`src/rtl/fpga_cfg_pkg.sv`:
```
// rtl/fpga_cfg_pkg.sv - register offsets, bit indices and FSM states for fpga_cfg_loader
package fpga_cfg_pkg;

  localparam logic [1:0] REG_CTRL   = 2'd0;
  localparam logic [1:0] REG_STATUS = 2'd1;
  localparam logic [1:0] REG_DATA   = 2'd2;
  localparam logic [1:0] REG_TAIL   = 2'd3;

  localparam int CTRL_PROG_RESET = 0;
  localparam int CTRL_IRQ_EN     = 1;
  localparam int CTRL_CLR_DONE   = 2;

  localparam int STAT_BUSY      = 0;
  localparam int STAT_BUF_FULL  = 1;
  localparam int STAT_DONE      = 2;
  localparam int STAT_WORDS_LSB = 16;

  typedef enum logic [1:0] {
    IDLE = 2'd0,
    LOAD = 2'd1,
    LOW  = 2'd2,
    HIGH = 2'd3
  } cfg_state_t;

endpackage

```
`src/rtl/fpga_cfg_pclk_div.sv`:
```
// rtl/fpga_cfg_pclk_div.sv - prog_clk half-period counter, strobes on the last cycle of each phase
module fpga_cfg_pclk_div #(
  parameter int PCLK_DIV = 2
) (
  input  logic clk,
  input  logic rst,
  input  logic en,
  output logic phase_end
);

  logic [7:0] cnt;

  assign phase_end = en && (cnt == 8'(PCLK_DIV - 1));

  // Restart at every phase boundary and whenever the shifter is not clocking.
  always_ff @(posedge clk or posedge rst) begin
    if (rst) begin
      cnt <= '0;
    end else if (!en || phase_end) begin
      cnt <= '0;
    end else begin
      cnt <= cnt + 8'd1;
    end
  end

endmodule

```
`src/rtl/fpga_cfg_loader.sv`:
```
// rtl/fpga_cfg_loader.sv - Wishbone-driven serial fabric configuration loader; CFG_LOADER_IRQ_EN enables cfg_irq
module fpga_cfg_loader
  import fpga_cfg_pkg::*;
#(
  parameter int PCLK_DIV = 2,
  parameter int WORD_W   = 32
) (
  input  logic        wb_clk_i,
  input  logic        wb_rst_i,
  input  logic        wbs_stb_i,
  input  logic        wbs_cyc_i,
  input  logic        wbs_we_i,
  input  logic [3:0]  wbs_sel_i,
  input  logic [31:0] wbs_adr_i,
  input  logic [31:0] wbs_dat_i,
  output logic [31:0] wbs_dat_o,
  output logic        wbs_ack_o,
  output logic        prog_clk,
  output logic        prog_reset,
  output logic        ccff_head,
  input  logic        ccff_tail,
  output logic        cfg_irq
);

  localparam int BCW = (WORD_W > 1) ? $clog2(WORD_W) : 1;
  localparam logic [BCW-1:0] LAST_BIT = BCW'(WORD_W - 1);

  cfg_state_t        state;
  logic [WORD_W-1:0] buf_reg, shift_reg, tail_reg;
  logic [BCW-1:0]    bitcnt;
  logic [15:0]       words_shifted;
  logic              buf_full, done, hi_first, irq_en;
  logic              req, wr_ok, data_wr, accept, ctrl_wr, kill, clr_done, phase_end, div_en;
  logic [1:0]        reg_sel;
  logic [31:0]       rdata;
  logic              unused_adr;

  assign unused_adr = ^{wbs_adr_i[31:4], wbs_adr_i[1:0]};
  assign reg_sel    = wbs_adr_i[3:2];
  assign req        = wbs_stb_i && wbs_cyc_i && !wbs_ack_o;
  assign wr_ok      = wbs_we_i && (wbs_sel_i == 4'hF);
  assign data_wr    = req && wr_ok && (reg_sel == REG_DATA);
  // LOAD empties the buffer this cycle, so a waiting word may land at the same edge.
  assign accept     = req && !(data_wr && buf_full && (state != LOAD));
  assign ctrl_wr    = accept && wr_ok && (reg_sel == REG_CTRL);
  assign kill       = ctrl_wr && wbs_dat_i[CTRL_PROG_RESET];
  assign clr_done   = ctrl_wr && wbs_dat_i[CTRL_CLR_DONE];
  assign div_en     = (state == LOW) || (state == HIGH);

  fpga_cfg_pclk_div #(.PCLK_DIV(PCLK_DIV)) u_pclk_div (
    .clk       (wb_clk_i),
    .rst       (wb_rst_i),
    .en        (div_en),
    .phase_end (phase_end)
  );

  always_comb begin
    rdata = '0;
    case (reg_sel)
      REG_CTRL: begin
        rdata[CTRL_PROG_RESET] = prog_reset;
        rdata[CTRL_IRQ_EN]     = irq_en;
      end
      REG_STATUS: begin
        rdata[STAT_BUSY]             = (state != IDLE);
        rdata[STAT_BUF_FULL]         = buf_full;
        rdata[STAT_DONE]             = done;
        rdata[31:STAT_WORDS_LSB]     = words_shifted;
      end
      REG_TAIL: rdata[WORD_W-1:0] = tail_reg;
      default: ;
    endcase
  end

`ifndef CFG_LOADER_IRQ_EN
  assign irq_en  = 1'b0;
  assign cfg_irq = 1'b0;
`endif

  always_ff @(posedge wb_clk_i or posedge wb_rst_i) begin
    if (wb_rst_i) begin
      state         <= IDLE;
      buf_reg       <= '0;
      shift_reg     <= '0;
      tail_reg      <= '0;
      bitcnt        <= '0;
      words_shifted <= '0;
      buf_full      <= 1'b0;
      done          <= 1'b0;
      hi_first      <= 1'b0;
      prog_clk      <= 1'b0;
      ccff_head     <= 1'b0;
      prog_reset    <= 1'b1;
      wbs_ack_o     <= 1'b0;
      wbs_dat_o     <= '0;
`ifdef CFG_LOADER_IRQ_EN
      irq_en        <= 1'b0;
      cfg_irq       <= 1'b0;
`endif
    end else begin
      wbs_ack_o <= accept;
      wbs_dat_o <= (accept && !wbs_we_i) ? rdata : '0;
      hi_first  <= 1'b0;
      if (ctrl_wr) begin
        prog_reset <= wbs_dat_i[CTRL_PROG_RESET];
`ifdef CFG_LOADER_IRQ_EN
        irq_en     <= wbs_dat_i[CTRL_IRQ_EN];
`endif
      end
      if (clr_done) done <= 1'b0;

      case (state)
        IDLE: if (buf_full && !prog_reset) state <= LOAD;
        LOAD: begin
          shift_reg <= buf_reg;
          buf_full  <= 1'b0;
          bitcnt    <= '0;
          ccff_head <= buf_reg[WORD_W-1];
          state     <= LOW;
        end
        LOW: if (phase_end) begin
          prog_clk <= 1'b1;
          hi_first <= 1'b1;
          state    <= HIGH;
        end
        HIGH: begin
          if (hi_first) tail_reg <= {tail_reg[WORD_W-2:0], ccff_tail};
          if (phase_end) begin
            prog_clk  <= 1'b0;
            shift_reg <= shift_reg << 1;
            if (bitcnt == LAST_BIT) begin
              if (words_shifted != 16'hFFFF) words_shifted <= words_shifted + 16'd1;
              done      <= 1'b1;
              ccff_head <= 1'b0;
              state     <= buf_full ? LOAD : IDLE;
            end else begin
              bitcnt    <= bitcnt + 1'b1;
              ccff_head <= shift_reg[WORD_W-2];
              state     <= LOW;
            end
          end
        end
        default: state <= IDLE;
      endcase

      if (data_wr && accept) begin
        buf_reg  <= wbs_dat_i[WORD_W-1:0];
        buf_full <= 1'b1;
      end

      // Entering configuration reset abandons the word in flight and all progress.
      if (kill) begin
        state         <= IDLE;
        buf_reg       <= '0;
        buf_full      <= 1'b0;
        shift_reg     <= '0;
        bitcnt        <= '0;
        words_shifted <= '0;
        done          <= 1'b0;
        prog_clk      <= 1'b0;
        ccff_head     <= 1'b0;
      end
`ifdef CFG_LOADER_IRQ_EN
      cfg_irq <= done && irq_en;
`endif
    end
  end

endmodule

```
`config.mk`:
```
export PLATFORM = sky130hd
export DESIGN_NAME = fpga_cfg_loader
export DESIGN_NICKNAME = d
export VERILOG_FILES = /design/src/rtl/fpga_cfg_pkg.sv /design/src/rtl/fpga_cfg_pclk_div.sv /design/src/rtl/fpga_cfg_loader.sv
export SDC_FILE = /design/constraint.sdc
export NUM_CORES = 1
export LEC_CHECK = 0
export ABC_AREA = 1
export CELL_PAD_IN_SITES_DETAIL_PLACEMENT = 1
export CELL_PAD_IN_SITES_GLOBAL_PLACEMENT = 2
export CORE_MARGIN = 2
export CORE_UTILIZATION = 31
export DETAILED_ROUTE_END_ITERATION = 16
export PLACE_DENSITY_LB_ADDON = 0.1
export SYNTH_ARGS = -nofsm -noshare
export SYNTH_HDL_FRONTEND = slang
export SYNTH_HIERARCHICAL = 1
export SYNTH_SLANG_ARGS = --single-unit
```
`constraint.sdc`:
```
create_clock -name wb_clk_i -period 6.3 [get_ports wb_clk_i]
set_clock_uncertainty 0.1 [all_clocks]
set_input_delay 0.945 -clock wb_clk_i [delete_from_list [all_inputs] [get_ports wb_clk_i]]
set_output_delay 0.945 -clock wb_clk_i [all_outputs]
set_load 0.05 [all_outputs]
```
-- Word-level counts from Yosys, hierarchy flattened
Index checks and enable logic that the tools add are counted.
- input bits: 74
- register bits: 165
- muxes and demuxes: 45
- reduce and logical (&&, ||, !) cells: 40
- $add $sub $neg: 3
- eq/ne operators: 15
- operators with widths (operator ; number):
    $mux 32 ; 3
    $mux 16 ; 5
    $mux 31 ; 2
    $pmux 31 s2 ; 1
    $pmux 16 s2 ; 1
    $mux 1 ; 17
    $add 16x1->16 const B ; 1
    $logic_and 1x1->1 ; 16
    $ne 16x16->1 const B ; 1
    $mux 5 ; 3
    $mux 13 ; 1
    $reduce_bool 2->1 ; 6
    $mux 2 ; 5
    $pmux 5 s2 ; 1
    $reduce_and 3->1 ; 3
    $reduce_bool 3->1 ; 3
    $add 8x1->8 const B ; 1
    $eq 2x2->1 const B ; 4
    $eq 8x1->1 const B ; 1
    $mux 8 ; 1
    $pmux 2 s4 ; 1
    $ne 3x2->1 const B ; 2
    $ne 3x3->1 const B ; 2
    $pmux 1 s2 ; 3
    other kinds (11) ; 19

-- Logic depth before layout (Yosys ltp)
Gate-level depths: netlist of the first run.
- depth after elaboration: 16
- gate-level depth with buffers: 14

-- Cells and area by module
Netlist of the first run, hierarchy kept.
- modules (own cells, without submodules) (module ; instances ; area an instance (µm²) ; cells an instance ; sequential area each (µm²)):
    fpga_cfg_loader ; 1 ; 7297.0 ; 955 ; 3930.0
    fpga_cfg_pclk_div ; 1 ; 470.5 ; 66 ; 200.2

-- Worst setup path after synthesis of the first run
Ideal clock, no wire load.
- kind: input to register
- start point: input port wbs_stb_i
- end point: register shift_reg[0]
- buffers on the path: 1
- arrival time: 1.924 ns
- stages on the path: 8
- library setup time: 0.118 ns
- setup slack: 4.158 ns
- path through: nand2_1 > nor2_1 > nand4_1 > nor2_4 > nor2_1 > buf_2 > nand2_1 > nand2_1
- longest elaborated chain between the ends: 13
- ends and longest elaborated chain (what ; line ; text):
    start, declared ; fpga_cfg_loader.sv:10 ; input logic wbs_stb_i,
    $logic_and 1x1->1 (*) (2 in series) ; fpga_cfg_loader.sv:40 ; assign req = wbs_stb_i && wbs_cyc_i && !wbs_ack_o;
    $logic_and 1x1->1 (2 in series) ; fpga_cfg_loader.sv:42 ; assign data_wr = req && wr_ok && (reg_sel == REG_DATA);
    $logic_and 1x1->1 (2 in series) ; fpga_cfg_loader.sv:44 ; assign accept = req && !(data_wr && buf_full && (state != LOAD));
    $logic_not 1->1 ; fpga_cfg_loader.sv:44 ;
    $logic_and 1x1->1 (*) ; fpga_cfg_loader.sv:44 ;
    $logic_and 1x1->1 (*) (2 in series) ; fpga_cfg_loader.sv:45 ; assign ctrl_wr = accept && wr_ok && (reg_sel == REG_CTRL);
    $logic_and 1x1->1 (*) ; fpga_cfg_loader.sv:46 ; assign kill = ctrl_wr && wbs_dat_i[CTRL_PROG_RESET];
    $ne 3x2->1 (no line) or $reduce_bool 3->1 (tied branches) ; -- ;
    $reduce_and 2->1 (no line) ; -- ;
    end signal, assigned ; fpga_cfg_loader.sv:115 ; shift_reg <= buf_reg;
    end signal, assigned ; fpga_cfg_loader.sv:130 ; shift_reg <= shift_reg << 1;
    end, declared ; fpga_cfg_loader.sv:29 ; logic [WORD_W-1:0] buf_reg, shift_reg, tail_reg;
Mark *: on every way between the ends. The rest lies on a longest branch, timed or not.
A chain may end at the register's enable or synchronous reset.

-- Worst setup path in the final report of the first run
- start point: input port wbs_stb_i
- end point: register shift_reg[17]
The elaborated chain is that of the path after synthesis.

==> flow_summary.toml, run 1 <==
[status]
run_status = "finished clean"

[yosys]
syn_inst = 1021
synthesis.area_um2 = 7770
synth_compound_area_frac = 0.0425
synth-seq-cells = 165
synth_xor_area_frac = 0.0113
synth_top_family_by_area = "simple AND/OR/NAND/NOR gates"
ys_seq_area_frac = 0.532
synth_area_per_cell_um2 = 7.61
yosys.area_share.adder = 0.00805
synth_nets = 1100
yosysUniqueCellTypes = 34
post_synth_and_or_nand_nor_area_fraction = 0.333
synth_mux_area_frac = 0
synth_warnings = 6

[pwr]
vdd_drop_max_uv = 145
power.density_nw_per_um2 = 353
p_leak_nw = 4.82
totalPowerFinal_mw = 3.33

[grt]
grt_max_degree = 64
grt_pass1_vias = 6533
globalRouteOverflowTotal = 0
grt.total_usage = 0.162
grt_pass1_wl_um = 33900
antenna_found_initial = 1

[die]
row_count = 57
core_um2 = 24500
die-area_um2 = 26300
fp.dieW_um = 162
start_util = 0.318
die_h_um = 162
pin_count = 111

[min_path]
worst_hold_path_type = "reg2reg"
min-delay-start = "buf_reg[20]"
min_path_cells = 2
min_to = "buf_reg[20]"

[timing]
worst_slew_pin_slew_ns = 1.00
maxSlewHeadroom = 0.330
timing.hold.ws_ns = 0.375
finalCriticalPeriod_ns = 3.44
hold_violations = 0
finalMaxSlewViolations = 0
rsz0062_at_grt = "false"
setup_tns_ns = 0
setup_viol = 0
fmax_mhz = 291
fin_crit_sh = 0.545

[worst_setup_path]
worstPathCellList = "clkdlybuf4s50_1 > nand2_1 > nor2_1 > nand4_1 > inv_2 > nand2_2 > nand2_1 > buf_4 > nand2_1 > nand2_1"
crit_type = "in2reg"
r2r_start = "state[1]"
cp.depth = 10
cp_num_buf_inv = 3
end_kind = "flip-flop"
reg2reg_to = "tail_reg[27]"
crit_required_ns = 6.57
crit_path_start_kind = "primary input"
worstPathMaxFanout = 25
slowest_stage = "nand2_1"
cpMostUsedCell = "nand2_1"
setup.worst_path.start = "wbs_stb_i"
critPathMaxStageDelay_ns = 0.80
arrival_ns = 3.70
crit_family = "simple AND/OR/NAND/NOR gates"
rr_worst_depth = 4
r2r_slack_ns = 2.94

[routing]
highest_layer = "met5"
routed_wl_um = 20100
vias_per_cell = 4.51
first_pass_iters = 4
routedWlPerCell_um = 14.2
vias = 6404
drc_errors = 0
dr_wl_met2_um = 8880
route.met3.wl_um = 544
wl_met1_um = 10500
ant_nets = 0
drt_iter0_drc = 220

[job]
maxCapViolCount = 0

[placed_design]
placed_cell_area_um2 = 8810
io_buffers = 79
place_inst = 1387
place.gp.congestion = 0.749
dp.final_hpwl_um = 13000

[clocking]
cts_root_buf = "clkbuf_16"
postCtsSetupBuffers = 0
cts_resized = 0
htreeDepth = 4
cts_buffers = 17
path_clk_slew_ns = 0.08
hold_buffers = 0
cts_buffer_depth = 2
clkLatencyLatePin_ns = 0.43
cts_tree = "yes"
clkSinkCount = 165

[finish]
final_cell_area_um2 = 9430
area_growth_pct = 21.5
drive_above_1_share = 0.0630
n_fill_cell = 2979
layout.cells.non_filler = 1419
insertedDiodeCount = 0
final_common_cell = "nand2_1"
layout_common_cells = "nand2_1 (455), dfrtp_1 (164), nor2_1 (97)"
fin_nets = 1161
-- through the flow --
| step | util | setup slack, ns |
|---|---|---|
| 6_report | 0.386 | 2.86 |
| 5_1_grt | 0.386 | 2.45 |
| 4_1_cts | 0.386 | 2.79 |
| 3_5_place_dp | 0.360 | 2.33 |
| 3_3_place_gp | 0.360 | 2.36 |
| 2_1_floorplan | - | 1.02 |
-- worst max path at each step --
| stage | slack, ns | end |
|---|---|---|
| after detailed placement | 2.33 | shift_reg[17] |
| after CTS | 2.79 | shift_reg[17] |
| final | 2.86 | shift_reg[17] |
| after global routing | 2.45 | tail_reg[10] |
| after global placement | 2.36 | shift_reg[18] |
| after floorplan | 1.02 | bitcnt[0] |
-- worst register-to-register path: stages, from the launching register on --
cell	delay, ns
dfrtp_1	0.47
nand2_2	0.63
clkinv_2	0.77
nand2_2	1.03
o21ai_0	0.20
-- cells in the mapped netlist --
cell,number,share of area
nor3_1,16,0.010
o21ai_0,26,0.017
buf_2,24,0.015
nand3_1,40,0.026
dfstp_2,1,0.0034
nand3b_1,1,0.00097
or2_2,2,0.0016
buf_6,2,0.0029
o21ai_1,1,0.00064
buf_4,4,0.0039
xor2_1,6,0.0068
clkbuf_1,13,0.0063
ha_1,5,0.0081
nand3_2,1,0.0013
clkinv_1,2,0.00097
dfrtp_1,164,0.53
nor2_4,3,0.0043
clkinv_2,1,0.00064
nor2_1,99,0.048
inv_2,3,0.0014
a31oi_1,1,0.00081
nand2_2,5,0.0040
o31ai_1,1,0.00097
nor3_2,1,0.0013
inv_1,86,0.042
xnor2_1,4,0.0045
nor2_2,7,0.0056
nand2_1,456,0.22
a21oi_1,33,0.021
nand2_4,2,0.0029
nand4_1,8,0.0064
o21bai_1,1,0.00097
a21oi_2,1,0.0011
conb_1,1,0.00048
-- power by group --
part           leakage, nW  switching [mW]  internal [mW]  total, mW
sequential            2.16           0.152           1.26       1.42
clock                0.300           0.531          0.545       1.08
combinational         2.36           0.547          0.297      0.844
-- kinds of logic (layout without fill, tap and decap cells) --
kind of cell	after synthesis	in the layout
simple gates	641	641
flops	165	165
buf+inv	135	209
compound gates	64	64
xor+xnor	10	10
fa+ha+maj	5	5
other cells	1	1
-- area by class of cell --
class	count	area, um^2	share of cell area
Timing Repair Buffer	85	836	0.0886
Inverter	92	352	0.0373
Tap cell	324	405	0.0430
Clock inverter	15	194	0.0206
Clock buffer	17	425	0.0451
Sequential cell	165	4130	0.438
Multi-Input combinational cell	721	3090	0.328
-- layer usage --
metal  vias to the layer above  GRT usage
met5                         -          0
met4                         2     0.0354
met3                        14     0.0360
li1                       3229          -
met2                        62      0.255
met1                      3097      0.230
(Power assumes the default switching activity.)
==> run 2, diff against run 1 <==
--- a/config.mk
+++ b/config.mk
@@ -9,7 +9,7 @@
 export CELL_PAD_IN_SITES_DETAIL_PLACEMENT = 1
 export CELL_PAD_IN_SITES_GLOBAL_PLACEMENT = 2
 export CORE_MARGIN = 2
-export CORE_UTILIZATION = 31
+export CORE_UTILIZATION = 28
 export DETAILED_ROUTE_END_ITERATION = 16
 export PLACE_DENSITY_LB_ADDON = 0.1
 export SYNTH_ARGS = -nofsm -noshare
==> constraint.sdc (replaced) <==
create_clock -name wb_clk_i -period 2.8 [get_ports wb_clk_i]
set_clock_uncertainty 0.1 [all_clocks]
set_input_delay 0.42 -clock wb_clk_i [delete_from_list [all_inputs] [get_ports wb_clk_i]]
set_output_delay 0.42 -clock wb_clk_i [all_outputs]
set_load 0.05 [all_outputs]
==> flow_summary.toml, run 2 (synthesized netlist as in run 1, its figures left out) <==
[status]
run_status = "finished clean"

[worst_setup_path]
end_kind = "flip-flop"
cpMostUsedCell = "nand2_1"
crit_family = "simple AND/OR/NAND/NOR gates"
arrival_ns = 2.75
critPathMaxStageDelay_ns = 0.71
worstPathMaxFanout = 16
crit_required_ns = 3.07
crit_path_start_kind = "flip-flop"
slowest_stage = "nor2_2"
crit_type = "reg2reg"
cp_num_buf_inv = 2
worstPathCellList = "ha_1 > nand2_1 > nor2_1 > nand2_1 > nor2_1 > inv_1 > nand2_1 > nand2_1 > inv_1 > nor2_2 > nand2_1 > nand2_1"

[grt]
grt_pass1_vias = 6757
grt_max_degree = 85
grt_pass1_wl_um = 35400
grt.total_usage = 0.155
globalRouteOverflowTotal = 0
antenna_found_initial = 0

[timing]
fin_crit_sh = 0.887
timing.hold.ws_ns = 0.218
maxSlewHeadroom = 0.400
postLayoutSetupSlackWorst_ns = 0.316
rsz0062_at_grt = "false"
finalMaxSlewViolations = 0
fmax_mhz = 403
finalCriticalPeriod_ns = 2.48
setup_viol = 0
hold_violations = 0
setup_tns_ns = 0
worst_slew_pin_slew_ns = 0.900

[placed_design]
place.gp.congestion = 0.721
dp.final_hpwl_um = 13500
place_inst = 1445
pre_cts_slack_ns = 0.295
io_buffers = 79

[die]
row_count = 60
pin_count = 111
core_um2 = 27100
die-area_um2 = 29100
start_util = 0.287
fp.dieW_um = 171
die_h_um = 171

[routing]
first_pass_iters = 4
drt_iter0_drc = 352
routedWlPerCell_um = 14.4
vias = 6458
ant_nets = 0
vias_per_cell = 4.37
routed_wl_um = 21200
drc_errors = 0

[clocking]
cts_tree = "yes"
clkLatencyLatePin_ns = 0.44
cts_resized = 0
cts_root_buf = "clkbuf_16"
path_clk_slew_ns = 0.08
postCtsSetupBuffers = 0
clkSinkCount = 165
htreeDepth = 4
hold_buffers = 0
cts_buffer_depth = 2
cts_buffers = 17

[finish]
final_common_cell = "nand2_1"
drive_above_1_share = 0.0723
layout.cells.non_filler = 1478
layout_common_cells = "nand2_1 (455), dfrtp_1 (164), nor2_1 (97)"
insertedDiodeCount = 0
fin_nets = 1172
area_growth_pct = 24.2

[pwr]
power.density_nw_per_um2 = 789
p_leak_nw = 4.89
totalPowerFinal_mw = 7.61
vdd_drop_max_uv = 371

[min_path]
worst_hold_path_type = "in2async"

[job]
maxCapViolCount = 0
## run 2: changes by cell type in the layout (fill, tap and decap cells not counted), sizes merged
cell      before  now
clkinvlp       0    1
buf            6   16
nor2         109  110
inv           96   95
## run 2: layout make-up
type	count	area (um^2)
timing repair buffer	95	986
tap	372	465
sequential	165	4130
clock buffer	17	425
fill	3303	17500
multi-input combinational	722	3090
clock inverter	15	199
inverter	92	350
## run 2: worst register-to-register path, cell delays in order (launching register included)
cell	delay (ns)
dfrtp_1	0.43
ha_1	0.23
nand2_1	0.07
nor2_1	0.05
nand2_1	0.09
nor2_1	0.08
inv_1	0.11
nand2_1	0.09
nand2_1	0.10
inv_1	0.13
nor2_2	0.71
nand2_1	0.12
nand2_1	0.10
## run 2: final timing paths
check / depth (start not counted) / slack, ns / to / from
setup / recovery: 12 / 0.32 / shift_reg[0] / u_pclk_div/cnt[0]
hold / removal: 2 / 0.22 / u_pclk_div/cnt[2] / wb_rst_i
setup reg to reg: 12 / 0.32 / shift_reg[0] / u_pclk_div/cnt[0]
hold reg to reg: 2 / 0.37 / buf_reg[2] / buf_reg[2]
max in group asynchronous: 3 / 1.76 / prog_clk / wb_rst_i
min in group wb_clk_i: 2 / 0.37 / buf_reg[2] / buf_reg[2]
## run 2: power by group
part	leakage [nW]	internal (mW)	switching, mW
Sequential	2.16	2.84	0.345
Clock	0.301	1.23	1.23
Combinational	2.43	0.706	1.26
## run 2: metal layers
| metal | routed length [um] | global-route usage | part of all wire |
|---|---|---|---|
| met1 | 10700 | 0.219 | 0.50 |
| met2 | 9710 | 0.246 | 0.46 |
| met3 | 595 | 0.0241 | 0.028 |
| met4 | 227 | 0.0424 | 0.011 |
| met5 | 0 | 0 | 0 |
## run 2: through the flow
stage / util / instance area, um^2
6_report: 0.356 / 9650
3_5_place_dp: 0.333 / 9020
2_1_floorplan: - / 7770
3_3_place_gp: 0.333 / 9020
5_1_grt: 0.356 / 9650
4_1_cts: 0.356 / 9640
